### config.mk
export PLATFORM = sky130hd
export DESIGN_NAME = wb_commit_queue
export DESIGN_NICKNAME = d
export VERILOG_FILES = /design/src/rtl/wb_pkg.sv /design/src/rtl/busy_scoreboard.sv /design/src/rtl/wb_commit_queue.sv
export SDC_FILE = /design/constraint.sdc
export NUM_CORES = 1
export LEC_CHECK = 0
export CORE_MARGIN = 3
export CORE_UTILIZATION = 55
export CTS_CLUSTER_DIAMETER = 150
export DETAILED_ROUTE_END_ITERATION = 10
export PLACE_DENSITY_LB_ADDON = 0.2
export SLEW_MARGIN = 20
export SYNTH_ARGS = -nofsm -noshare
export SYNTH_HDL_FRONTEND = slang
export SYNTH_SLANG_ARGS = --single-unit
### constraint.sdc
create_clock -name clk -period 5.5 [get_ports clk]
set_clock_uncertainty 0.05 [all_clocks]
set_input_delay 0.55 -clock clk [delete_from_list [all_inputs] [get_ports clk]]
set_output_delay 0.55 -clock clk [all_outputs]
set_load 0.005 [all_outputs]
### src/rtl/wb_pkg.sv
// Shared types for the writeback commit queue: register-file geometry,
// the queued pair entry and the lane qualification / collision rule.
package wb_pkg;

  localparam int REG_ADDR_W = 5;
  localparam int NUM_REGS   = 32;
  // Result field width carried in an entry; the queue's DATA_WIDTH must match.
  localparam int RES_W      = 32;

  // One queued result pair: lane A is the older instruction, lane B the younger.
  typedef struct packed {
    logic                  weA;
    logic [REG_ADDR_W-1:0] rdA;
    logic [RES_W-1:0]      resA;
    logic                  weB;
    logic [REG_ADDR_W-1:0] rdB;
    logic [RES_W-1:0]      resB;
  } wb_entry_t;

  // Build an entry from raw lane inputs. A lane writes only when enabled and
  // not targeting x0. If both lanes target the same register, the younger
  // lane B wins, so a pair never writes one register twice.
  function automatic wb_entry_t resolve_pair(
    input logic                  reg_write_a,
    input logic [REG_ADDR_W-1:0] rd_a,
    input logic [RES_W-1:0]      res_a,
    input logic                  reg_write_b,
    input logic [REG_ADDR_W-1:0] rd_b,
    input logic [RES_W-1:0]      res_b
  );
    wb_entry_t e;
    e.weA  = reg_write_a && (rd_a != '0);
    e.rdA  = rd_a;
    e.resA = res_a;
    e.weB  = reg_write_b && (rd_b != '0);
    e.rdB  = rd_b;
    e.resB = res_b;
    if (e.weA && e.weB && (rd_a == rd_b)) begin
      e.weA = 1'b0;
    end
    return e;
  endfunction

endpackage

### src/rtl/busy_scoreboard.sv
// Per-register pending-write counters. Each architectural register x1..x31
// counts the queued writes targeting it; x0 is never written so it has no
// counter and its busy bit is tied low.
module busy_scoreboard
  import wb_pkg::*;
#(
  parameter int CNT_W = 3
) (
  input  logic                  clk,
  input  logic                  rst,
  input  logic                  enq_we_a,
  input  logic [REG_ADDR_W-1:0] enq_rd_a,
  input  logic                  enq_we_b,
  input  logic [REG_ADDR_W-1:0] enq_rd_b,
  input  logic                  drn_we_a,
  input  logic [REG_ADDR_W-1:0] drn_rd_a,
  input  logic                  drn_we_b,
  input  logic [REG_ADDR_W-1:0] drn_rd_b,
  input  logic                  flush,
  output logic [NUM_REGS-1:0]   busy
);

  assign busy[0] = 1'b0;

  for (genvar r = 1; r < NUM_REGS; r++) begin : g_reg
    logic [CNT_W-1:0] cnt;
    logic             inc;
    logic             dec;

    // A resolved pair never names one register in both lanes, so each side
    // contributes at most one increment and one decrement per cycle.
    assign inc = (enq_we_a && (enq_rd_a == REG_ADDR_W'(r))) ||
                 (enq_we_b && (enq_rd_b == REG_ADDR_W'(r)));
    assign dec = (drn_we_a && (drn_rd_a == REG_ADDR_W'(r))) ||
                 (drn_we_b && (drn_rd_b == REG_ADDR_W'(r)));

    // Counter update: flush clears, simultaneous enqueue and drain cancel out.
    always_ff @(posedge clk or negedge rst) begin
      if (!rst) begin
        cnt <= '0;
      end else if (flush) begin
        cnt <= '0;
      end else if (inc && !dec) begin
        cnt <= cnt + 1'b1;
      end else if (dec && !inc) begin
        cnt <= cnt - 1'b1;
      end
    end

    assign busy[r] = (cnt != '0);
  end

endmodule

### src/rtl/wb_commit_queue.sv
// Dual-lane writeback commit queue. Buffers up to DEPTH result pairs between
// execute/memory and the register file, drains one pair per cycle onto the
// two write ports and publishes which registers have uncommitted writes.
module wb_commit_queue
  import wb_pkg::*;
#(
  parameter int DATA_WIDTH = 32,
  parameter int DEPTH      = 4
) (
  input  logic                    clk,
  input  logic                    rst,
  input  logic                    PairValid_i,
  output logic                    PairReady_o,
  input  logic                    RegWriteA_i,
  input  logic [REG_ADDR_W-1:0]   RdA_i,
  input  logic [DATA_WIDTH-1:0]   ResultA_i,
  input  logic                    RegWriteB_i,
  input  logic [REG_ADDR_W-1:0]   RdB_i,
  input  logic [DATA_WIDTH-1:0]   ResultB_i,
  input  logic                    Hold_i,
  input  logic                    Flush_i,
  output logic [1:0]              RegWrite_o,
  output logic [REG_ADDR_W-1:0]   RdA_o,
  output logic [REG_ADDR_W-1:0]   RdB_o,
  output logic [DATA_WIDTH-1:0]   ResultA_o,
  output logic [DATA_WIDTH-1:0]   ResultB_o,
  output logic [NUM_REGS-1:0]     Busy_o,
  output logic [$clog2(DEPTH):0]  Count_o
);

  localparam int PTR_W = $clog2(DEPTH);
  localparam int CNT_W = PTR_W + 1;

  wb_entry_t        entries [DEPTH];
  wb_entry_t        head_e;
  wb_entry_t        new_e;
  logic [PTR_W-1:0] head_ptr;
  logic [PTR_W-1:0] tail_ptr;
  logic [CNT_W-1:0] count;
  logic             push;
  logic             pop;

  // Lane qualification and same-destination resolution happen on the way in,
  // so everything downstream sees final write enables.
  assign new_e = resolve_pair(RegWriteA_i, RdA_i, RES_W'(ResultA_i),
                              RegWriteB_i, RdB_i, RES_W'(ResultB_i));

  assign head_e = entries[head_ptr];

  // Ready comes from the registered count only: a full queue refuses a pair
  // even when it drains in the same cycle.
  assign PairReady_o = (count != CNT_W'(DEPTH));

  // Flush overrides both enqueue and drain.
  assign push = PairValid_i && PairReady_o && !Flush_i;
  assign pop  = (count != '0) && !Hold_i && !Flush_i;

  // Pointer and occupancy bookkeeping; pointers wrap naturally at DEPTH.
  always_ff @(posedge clk or negedge rst) begin
    if (!rst) begin
      head_ptr <= '0;
      tail_ptr <= '0;
      count    <= '0;
    end else if (Flush_i) begin
      head_ptr <= '0;
      tail_ptr <= '0;
      count    <= '0;
    end else begin
      if (push) begin
        tail_ptr <= tail_ptr + 1'b1;
      end
      if (pop) begin
        head_ptr <= head_ptr + 1'b1;
      end
      case ({push, pop})
        2'b10:   count <= count + 1'b1;
        2'b01:   count <= count - 1'b1;
        default: count <= count;
      endcase
    end
  end

  // Entry storage; cleared on reset so the write-port address and data
  // outputs start at zero.
  always_ff @(posedge clk or negedge rst) begin
    if (!rst) begin
      for (int i = 0; i < DEPTH; i++) begin
        entries[i] <= '0;
      end
    end else if (push) begin
      entries[tail_ptr] <= new_e;
    end
  end

  // Write enables are the only outputs with a combinational input path
  // (Hold_i / Flush_i gate the drain).
  always_comb begin
    RegWrite_o = 2'b00;
    if (pop) begin
      RegWrite_o = {head_e.weB, head_e.weA};
    end
  end

  assign RdA_o     = head_e.rdA;
  assign RdB_o     = head_e.rdB;
  assign ResultA_o = head_e.resA[DATA_WIDTH-1:0];
  assign ResultB_o = head_e.resB[DATA_WIDTH-1:0];
  assign Count_o   = count;

  busy_scoreboard #(
    .CNT_W (CNT_W)
  ) u_busy (
    .clk      (clk),
    .rst      (rst),
    .enq_we_a (push && new_e.weA),
    .enq_rd_a (new_e.rdA),
    .enq_we_b (push && new_e.weB),
    .enq_rd_b (new_e.rdB),
    .drn_we_a (pop && head_e.weA),
    .drn_rd_a (head_e.rdA),
    .drn_we_b (pop && head_e.weB),
    .drn_rd_b (head_e.rdB),
    .flush    (Flush_i),
    .busy     (Busy_o)
  );

endmodule

# Yosys cells after proc, flatten, opt, wreduce, memory -nomap -nowiden
# Index checks and enable logic that the tools add are counted.
# Widths: inputs -> output; s select.
op_classes:
  bitwise_logic: 2
  muxes: 107
  n_reduce_logical: 393
  eq_ne: 128
  n_addsub: 66
  n_div: 0
  shift: 0
  n_lt_le_gt_ge: 3
  mul: 0
op_table:
  columns: ["cell", "count"]
  rows:
  - ["$eq 5x5->1 const B", 64]
  - ["$bwmux 304", 1]
  - ["$mux 3", 94]
  - ["$mux 76", 3]
  - ["$logic_and 1x1->1", 199]
  - ["$reduce_bool 3->1", 64]
  - ["$eq 5x4->1 const B", 32]
  - ["$bmux 76 s2", 1]
  - ["$demux 76 s2", 1]
  - ["$add 3x1->3 const B", 32]
  - ["$sub 3x1->3 const B", 32]
  - ["$eq 5x3->1 const B", 16]
  - ["$logic_not 1->1", 64]
  - ["$logic_or 1x1->1", 62]
  - ["$eq 5x2->1 const B", 8]
  - ["$eq 5x1->1 const B", 4]
  - ["$mux 2", 5]
  - ["$reduce_bool 5->1", 2]
  - ["$ge 3x3->1 const B", 2]
  - ["$not 2->3", 2]
  - ["$pmux 3 s2", 1]
  - ["$eq 5x5->1", 1]
  - ["$add 2x1->2 const B", 2]
  - ["$reduce_bool 2->1", 2]
  - ["5 further kinds", 5]
totals:
  reg_bits: 404
  inputBits: 81
  latch_bits: 0
  romBits: 0
  memories: 0
  mem_bits_rw: 0
  word_cells: 757
  out_inout_bits: 112

# Logic depth before layout (Yosys ltp)
# Gate-level depths: netlist of run 1.
logic_depth:
  ltp_word: 13
  ltp_mapped: 13
  ltp_nobuf: 10

# Modules after synthesis
# Synthesis of run 1 repeated with hierarchy kept, for this count alone.
hier_totals:
  hier_cells: 1853
  area_unflattened_um2: 20420.8
by_module_without_submodules:
  columns: ["module", "instances", "seq_area_each_um2", "area_each_um2", "cells_per_inst"]
  rows:
  - ["wb_commit_queue", 1, 7782.5, 13842.0, 1127]
  - ["busy_scoreboard", 1, 2327.2, 6578.8, 726]

# Worst setup path after synthesis of run 1
# No wires, ideal clock.
synth_timing:
  path_kind: "register to register"
  from: "register head_ptr[0]"
  to: "register u_busy.g_reg[18].cnt[2]"
  stages_incl_launch_ff: 12
  t_arrival_ps: 3347
  required_ps: 5325
  setup_time_ps: 125
  path_buffers: 2
  synth_period_minus_slack_ps: 3521
  path_slack_ps: 1979
  path_cell_list: "dfrtp_1 -> buf_6 -> mux4_2 -> or4b_1 -> buf_2 -> or2_4 -> o22a_4 -> and2_1 -> fa_1 -> a21o_1 -> mux2i_1 -> mux2_2"
synth_via:
  elab_chain_len: 11
  elab_cells_between_ends: 17
  cone_classes: "eq/ne (2); mux (5); bitwise (1); reduce/logical (9)"
synth_lines:
  columns: ["element", "line_no", "source"]
  rows:
  - ["start, declared", "wb_commit_queue.sv:37", "logic [PTR_W-1:0] head_ptr;"]
  - ["start signal, assigned", "wb_commit_queue.sv:73", "head_ptr <= head_ptr + 1'b1;"]
  - ["$not 2->3 (not written as such) *", "wb_commit_queue.sv:48", "assign head_e = entries[head_ptr];"]
  - ["$bmux 76 s2 *", "wb_commit_queue.sv:48", null]
  - ["$mux 76 (not written as such) * (2 in a row)", "wb_commit_queue.sv:48", null]
  - ["via RdB_o[0]", "wb_commit_queue.sv:24", "output logic [REG_ADDR_W-1:0] RdB_o,"]
  - ["$eq 5x5->1 *", "busy_scoreboard.sv:35", "(drn_we_b && (drn_rd_b == REG_ADDR_W'(r)));"]
  - ["$logic_and 1x1->1 *", "busy_scoreboard.sv:35", null]
  - ["$logic_or 1x1->1 *", "busy_scoreboard.sv:34", "assign dec = (drn_we_a && (drn_rd_a == REG_ADDR_W'(r))) ||"]
  - ["$logic_not 1->1", "busy_scoreboard.sv:43", "end else if (inc && !dec) begin"]
  - ["$logic_and 1x1->1", "busy_scoreboard.sv:43", null]
  - ["$mux 3", "busy_scoreboard.sv:43", null]
  - ["$mux 3", "busy_scoreboard.sv:41", "end else if (flush) begin"]
  - ["end signal, assigned", "busy_scoreboard.sv:44", "cnt <= cnt + 1'b1;"]
  - ["end signal, assigned", "busy_scoreboard.sv:46", "cnt <= cnt - 1'b1;"]
  - ["end, declared", "busy_scoreboard.sv:26", "logic [CNT_W-1:0] cnt;"]
# Mark *: on every way through the listed nets, which the timed path passes. The rest lies on a longest branch. The select of a mux whose other input is x is not followed.
# A chain may end at the register's enable or synchronous reset.

# Worst setup path in the final report of run 1
layout_timing:
  from: "register head_ptr[0]"
  to: "register u_busy.g_reg[15].cnt[2]"
layout_via:
  elab_chain_len: 11
  elab_cells_between_ends: 17
  cone_classes: "eq/ne (2); mux (5); bitwise (1); reduce/logical (9)"
layout_lines:
  columns: ["element", "line_no"]
  rows:
  - ["$not 2->3 (not written as such) *", "wb_commit_queue.sv:48"]
  - ["$bmux 76 s2 *", "wb_commit_queue.sv:48"]
  - ["$mux 76 (not written as such) * (2 in a row)", "wb_commit_queue.sv:48"]
  - ["$eq 5x4->1 (tied with other cells)", "busy_scoreboard.sv:34"]
  - ["$logic_and 1x1->1, on equally long branches", "busy_scoreboard.sv:34, busy_scoreboard.sv:35"]
  - ["$logic_or 1x1->1 *", "busy_scoreboard.sv:34"]
  - ["$logic_not 1->1", "busy_scoreboard.sv:43"]
  - ["$logic_and 1x1->1", "busy_scoreboard.sv:43"]
  - ["$mux 3", "busy_scoreboard.sv:43"]
  - ["$mux 3", "busy_scoreboard.sv:41"]
  - ["end signal, assigned", "busy_scoreboard.sv:44"]
  - ["end signal, assigned", "busy_scoreboard.sv:46"]
  - ["end, declared", "busy_scoreboard.sv:26"]
# Mark *: on every way between the ends. The rest lies on a longest branch, timed or not. The select of a mux whose other input is x is not followed.

==> results of run 1 <==
==> layout by cell type (no fill, tap or decap), types with 19 or more instances in the layout <==
cell type,synthesis,layout
dfrtp_1,404,402
mux2_2,313,313
clkdlybuf4s50_1,0,189
nand2_1,114,110
mux2i_1,85,85
mux4_2,76,76
inv_1,69,69
nor2_1,64,64
clkbuf_16,0,43
or3_1,42,42
fa_1,32,32
nand3_1,29,29
o21ai_0,26,26
nor3_1,25,25
nor2b_1,24,24
xnor2_1,22,22
and2_1,21,21
buf_4,2,20
xor2_1,19,19
==> worst max path at each step <==
stage,startpoint,endpoint,cells after the start
after floorplan,head_ptr[0],u_busy.g_reg[18].cnt[2],11
after global placement,RdA_i[0],u_busy.g_reg[20].cnt[2],9
after detailed placement,RdA_i[0],u_busy.g_reg[20].cnt[2],9
after CTS,head_ptr[0],u_busy.g_reg[15].cnt[2],9
after global routing,head_ptr[0],u_busy.g_reg[15].cnt[2],9
final,head_ptr[0],u_busy.g_reg[15].cnt[2],9
==> sequential cells by signal (all words and copies together), names as in the netlist <==
name and count:
tail_ptr 2, u_busy.g.cnt 93, entries 304, head_ptr 2
Count_o 3
==> critical path: stages (launching register included) <==
cell and delay, ns:
dfrtp_4 0.73, buf_4 0.42, mux4_2 0.64, nand3b_1 0.55, o32ai_1 0.68, nor2_1 0.15, fa_1 0.46, a211oi_1 0.31
nor3_1 0.08, nor3_1 0.17
==> through the flow <==
step / util (%) / worst slack (ns) / std cells / hold WS (ns)
after floorplan: - / 1.98 / 1674 / 0.204
after detailed placement: 62.5 / 1.05 / 2305 / 0.412
after global routing: 66.2 / 0.887 / 2386 / 0.426
after CTS: 66.2 / 1.14 / 2386 / 0.366
final: 66.2 / 1.16 / 2386 / 0.405
after global placement: 62.5 / 1.13 / 2305 / 0.405
==> layout make-up <==
| cell class | instances | share of cell area, % |
|---|---|---|
| Clock buffer | 65 | 5.06 |
| Inverter | 70 | 1.05 |
| Multi-Input combinational cell | 1103 | 41.7 |
| Clock inverter | 15 | 0.579 |
| Timing Repair Buffer | 218 | 8.74 |
| Sequential cell | 404 | 40.4 |
| Tap cell | 511 | 2.55 |
==> logic make-up (layout without fill, tap and decap cells) <==
| family | Yosys count | after routing |
|---|---|---|
| buffers and inverters | 167 | 368 |
| adder cells (fa/ha/maj) | 36 | 36 |
| other | 1 | 1 |
| XOR/XNOR | 41 | 41 |
| AO/OA/AOI/OAI | 130 | 130 |
| AND/OR/NAND/NOR | 419 | 419 |
| multiplexers | 476 | 476 |
| flip-flops | 404 | 404 |
==> routing by layer <==
layer | share of wire, % | vias up | track usage (%)
met2 | 49 | 478 | 43.7
met5 | 0.042 | - | 0
met4 | 3.5 | 4 | 9.97
met3 | 7.0 | 132 | 5.80
met1 | 40 | 7371 | 33.7
li1 | - | 6396 | -
==> power by group through the flow <==
stage | logic [W] | clock network (W) | registers, W
after detailed placement | 0.00452 | 0 | 0.00471
final | 0.00452 | 0.00286 | 0.00467
after CTS | 0.00455 | 0.00293 | 0.00467
after global routing | 0.00484 | 0.00305 | 0.00481
after floorplan | 0.00276 | 0 | 0.00445
after global placement | 0.00444 | 0 | 0.00463
==> results.md, run 1 <==
- Clk sinks: 404
- Syn Inst Count: approximately 1,700
- Largest family of logic cells by synthesized area: multiplexers
- Area contributors post-synth: dfrtp_1 (48%), mux2_2 (17%), mux4_2 (8.1%), mux2i_1 (4.0%), fa_1 (3.0%)
- Leakage: 10.9 nW
- Post-synth top flop: dfrtp_1
- Mapped Area: 21,200 um2
- WS Path Type: register to register
- CTS max path bufs: 3
- Post-Synth Simple-Gate Area: approximately a tenth
- Mux share of post-synthesis cell area: 28.9%
- Fraction of registers with async set/reset: 100%
- Drt wl/cell: between 20 and 25 um
- Data required, critical path: 5.93 ns
- Final Hold Vio Count: 0
- Register-to-Register Path Depth: 9
- Worst hold endpoint: Count_o[2]
- Layout cell share with drive strength beyond 1: 27.8%
- Complex-gate fraction of the synthesized area: 4.83%
- Avg Vias per Cell: 6.03
- Die W: 202 um
- Skew-Pair Late Insertion Delay: between 0.5 and 0.6 ns
- Cells on Worst Hold Path: 2
- Actual slew at the worst max-slew pin: 1.14 ns
- First-pass GRT wire length: 84,700 um
- Status: finished clean
- Worst setup EP type: register
- Largest net degree at the start of global routing: 184
- Syn avg cell area: 12.6 um2
- Most numerous cell in the Yosys netlist: dfrtp_1
- Xor and xnor area share after synthesis: roughly 1.7%
- Drc violations: 0
- Row cnt: between 70 and 80
- WL final: 52,800 um
- Vias in the first global route: 15,300
- Starting Density: 55.9%
- Final setup fails: 0
- Final Critical Period: about 4.3 ns
- 1st-iter DRT viols: 956
- # nets final: 1,957
- Die height: 202 um
- Switching pwr: 0.00366 W
- Net count after synthesis: around 1,800
- Seq/Total Area, Yosys: 47.7%
- Power share of the combinational group: 37.5%
- Seq cells post-synth: between 400 and 500
- Total grt overflow: 0
- Tcrit/Tclk final: 78.9%
- Area delta synth->final: 18.4%
- Max-Cap Viols: 0
- Worst r2r src: head_ptr[0]
- Yosys cell types: 73
- RSZ-0062 raised after global routing: false
- R2R setup slack: 1.16 ns
- IO Port Bufs: 191
- Clock slew at reported path FFs: ~0.060 ns
- Total internal power: about 0.0084 W
- Synth top area share: 47.7%
- Routability Congestion: 1.03
- Startpoint types: register
- Yosys Warn Count: 0
- Sequential fraction of design power: a little under 40%
- Pwr Total: roughly 0.012 W
- Die Area: 40,900 um2
- Post-synth top cells: dfrtp_1 (404), mux2_2 (313), nand2_1 (114), mux2i_1 (85), mux4_2 (76)
- Worst hold start: Flush_i
- Pwr Density: 481 nW/um2
- Switching Share: 30.4%
- Crit Path Max Fanout: 24
- CTS tree: built
- Final instance area: 25,100 um2
- R2r endpoint: u_busy.g_reg[15].cnt[2]
- Pins Over Slew Limit: 0
- Vias: 14,400
- Detail Route Antenna Nets: 0
- CTS root buf: clkbuf_16
- GRT Overall Usage: 26.2%
- Peak supply drop: 0.318 mV
- CTS Buf Count: 43
- Cts repair resizes: 0
- Hold WC Path Type: primary input to register
- TritonRoute pass-1 iters: 6
- Antenna violations before repair: 2
- Hold_buf cts: 1
- Reg area: 10,100 um2
- Area of the multi-input gates: roughly 10,000 um2
- Io pins: 193
- Fill count: 2,851
- Post-synth EDFFs: 0
- Setup_tns: 0 ns
- Diode count: 0
- H-tree levels: 2
- Core Box Area: 37,800 um2
- Worst path arrival time: 4.77 ns
- Slew HR: 23.6%
- Post-DP Area: 23,600 um2
- Post-CTS Setup Inserts: 0
- Cell taking the most area after synthesis: dfrtp_1
- Max Fclk: 231 MHz
- Clk network pwr share: 23.7%
- Final HPWL DP: 36,000 um
- Synth Area in Adders: 3.26%
No activity file was read; power rests on OpenSTA's default activity.
==> run 2: changes to the inputs <==
clock period = 4.1 ns   (was 5.5 ns; I/O delays follow)
==> run 2 against run 1 <==
Compared with the run above: sequential share of layout area down 0.63 points; critical path depth unchanged; first-iteration DRC count is 2.6% lower; largest power group unchanged.
==> results.md, run 2 (synthesis results as in run 1) <==
- Final setup fails: 0
- Tcrit/Tclk final: a little over nine tenths
- Register-to-Register Path Depth: 9
- Die Area: slightly above 40,000 um2
- Hold WC Path Type: primary input to register
- Slew HR: 32.3%
- Crit Path Max Fanout: 11
- Final Hold Vio Count: 0
- First-pass GRT wire length: 86,500 um
- Drt wl/cell: 21.9 um
- R2r endpoint: u_busy.g_reg[18].cnt[2]
- Max Fclk: 260 MHz
- Final Critical Period: 3.85 ns
- Starting Density: 55.9%
- Total internal power: 0.0115 W
- Reg area: ~10,000 um2
- Routability Congestion: 1.01
- Core Box Area: between 30,000 and 40,000 um2
- Worst setup EP type: register
- Startpoint types: register
- CTS tree: built
- Uppermost layer routed: met4
- Pwr Density: approximately 640 nW/um2
- WL final: 53,200 um
- Biggest register: entries
- R2R setup slack: 0.25 ns
- GRT Overall Usage: 26.7%
- Detail Route Antenna Nets: 0
- Antenna violations before repair: 0
- Max reg flops: 304
- Setup crit start: head_ptr[0]
- Data required, critical path: 4.50 ns
- # nets final: 2,001
- RSZ-0062 raised after global routing: false
- Switching Share: 30.0%
- Sequential fraction of design power: 38.1%
- Worst hold endpoint: head_ptr[1]
- Final setup margin: around 0.25 ns
- Die height: approximately 200 um
- Vias: 14,400
- WS Path Type: register to register
- Inst Count DP: between 2,000 and 2,500
- Row cnt: 71
- Switching pwr: 0.00492 W
- CTS root buf: clkbuf_16
- Leading cell type in the layout, fill and taps excluded: dfrtp_1
- 1st-iter DRT viols: 931
- CTS max path bufs: 3
- WHS: about 0.21 ns
- Worst r2r src: head_ptr[0]
- Io pins: 193
- Total grt overflow: 0
- Most frequent cells in the layout: dfrtp_1 (402), mux2_2 (313), clkdlybuf4s50_1 (189)
- Die W: a little over 200 um
- Pins Over Slew Limit: 0
- Final HPWL DP: approximately 38,000 um
- Cells on Worst Hold Path: 2
- Worst path arrival time: 4.25 ns
- Final Util: slightly below 70%
- Layout Cells excl Fill: 2,430
- Peak supply drop: 0.471 mV
- Drc violations: 0
- Actual slew at the worst max-slew pin: 1.01 ns
- Post-CTS Setup Inserts: 0
- Leakage: 11.1 nW
- Area delta synth->final: 20.3%
- Fill count: 2,786
- TritonRoute pass-1 iters: 5
- CTS Buf Count: 43
- Worst hold start: Flush_i
- Area of the multi-input gates: ~10,000 um2
- Post-Route M1 WL: 22,100 um
- IO Port Bufs: around 190
- Diode count: 0
- Clk sinks: about 400
- Largest net degree at the start of global routing: roughly 130
- Clk network pwr share: 24.5%
- H-tree levels: 2
- Clock slew at reported path FFs: 0.06 ns
- Met3 routed wirelength: between 2000 and 3000 um
- Vias in the first global route: 15,400
- Avg Vias per Cell: 5.91
- DR WL met2: 26,100 um
- Skew-Pair Late Insertion Delay: around 0.58 ns
- Layout cell share with drive strength beyond 1: ~30%
- Worst slack at placement: roughly 0.26 ns
- Power share of the combinational group: a little under two fifths
- Setup_tns: 0 ns
- Status: finished clean
- Max-Cap Viols: 0
==> run 2: cell count changes in the layout (fill, tap and decap cells not counted), sizes merged <==
cell | previous run | this run
buf | 28 | 72
bufinv | 1 | 3
clkbuf | 65 | 59
inv | 71 | 72
clkinvlp | 2 | 5
==> run 2: worst max-delay path by stage <==
stage	cells after the start	endpoint	slack [ns]
after CTS	9	u_busy.g_reg[18].cnt[2]	0.25
after global routing	10	u_busy.g_reg[1].cnt[2]	0.11
after detailed placement	12	u_busy.g_reg[31].cnt[2]	0.26
final	9	u_busy.g_reg[18].cnt[2]	0.25
after global placement	12	u_busy.g_reg[31].cnt[2]	0.25
after floorplan	11	u_busy.g_reg[18].cnt[2]	0.58
==> run 2: stage by stage <==
stage,power [W],instance area [um2]
floorplan,0.00968,21200
global placement,0.0122,24000
detailed placement,0.0124,24000
CTS,0.0165,25500
global route,0.0173,25500
finish,0.0164,25500
==> run 2: power groups by stage <==
stage / Sequential, W / Clock (W) / Combinational (W)
after global routing: 0.00641 / 0.00425 / 0.00660
after CTS: 0.00623 / 0.00410 / 0.00618
after floorplan: 0.00598 / 0 / 0.00371
final: 0.00623 / 0.00400 / 0.00613
after global placement: 0.00617 / 0 / 0.00601
after detailed placement: 0.00629 / 0 / 0.00613
==> run 2: layout make-up <==
class | instances | area share (%)
clock inverters | 21 | 0.845
well taps | 511 | 2.51
clock buffers | 59 | 4.94
inverters | 70 | 1.03
repair buffers | 262 | 9.96
multi-input cells | 1103 | 41.0
flip-flops and latches | 404 | 39.7
==> run 2: what timing repair did <==
action	in CTS	in global routing
hold buffers	1	0
hold endpoints to repair	120	0
endpoints found under the setup margin	0	0
resized for setup	0	0
==> run 2: critical path, stage by stage (launching register included) <==
cell and delay (ns):
dfrtp_4 0.54, mux4_2 0.61, or4b_1 0.71, or2_4 0.33
o22a_4 0.23, and2_1 0.15, fa_1 0.44, a21o_1 0.17
mux2i_1 0.15, mux2_2 0.35
==> run 2: routing by layer <==
metal  track usage, %  vias to the layer above
met5                0                        -
met4             10.4                        0
met3             5.27                       84
met2             44.7                      360
met1             34.7                     7428
li1                 -                     6501
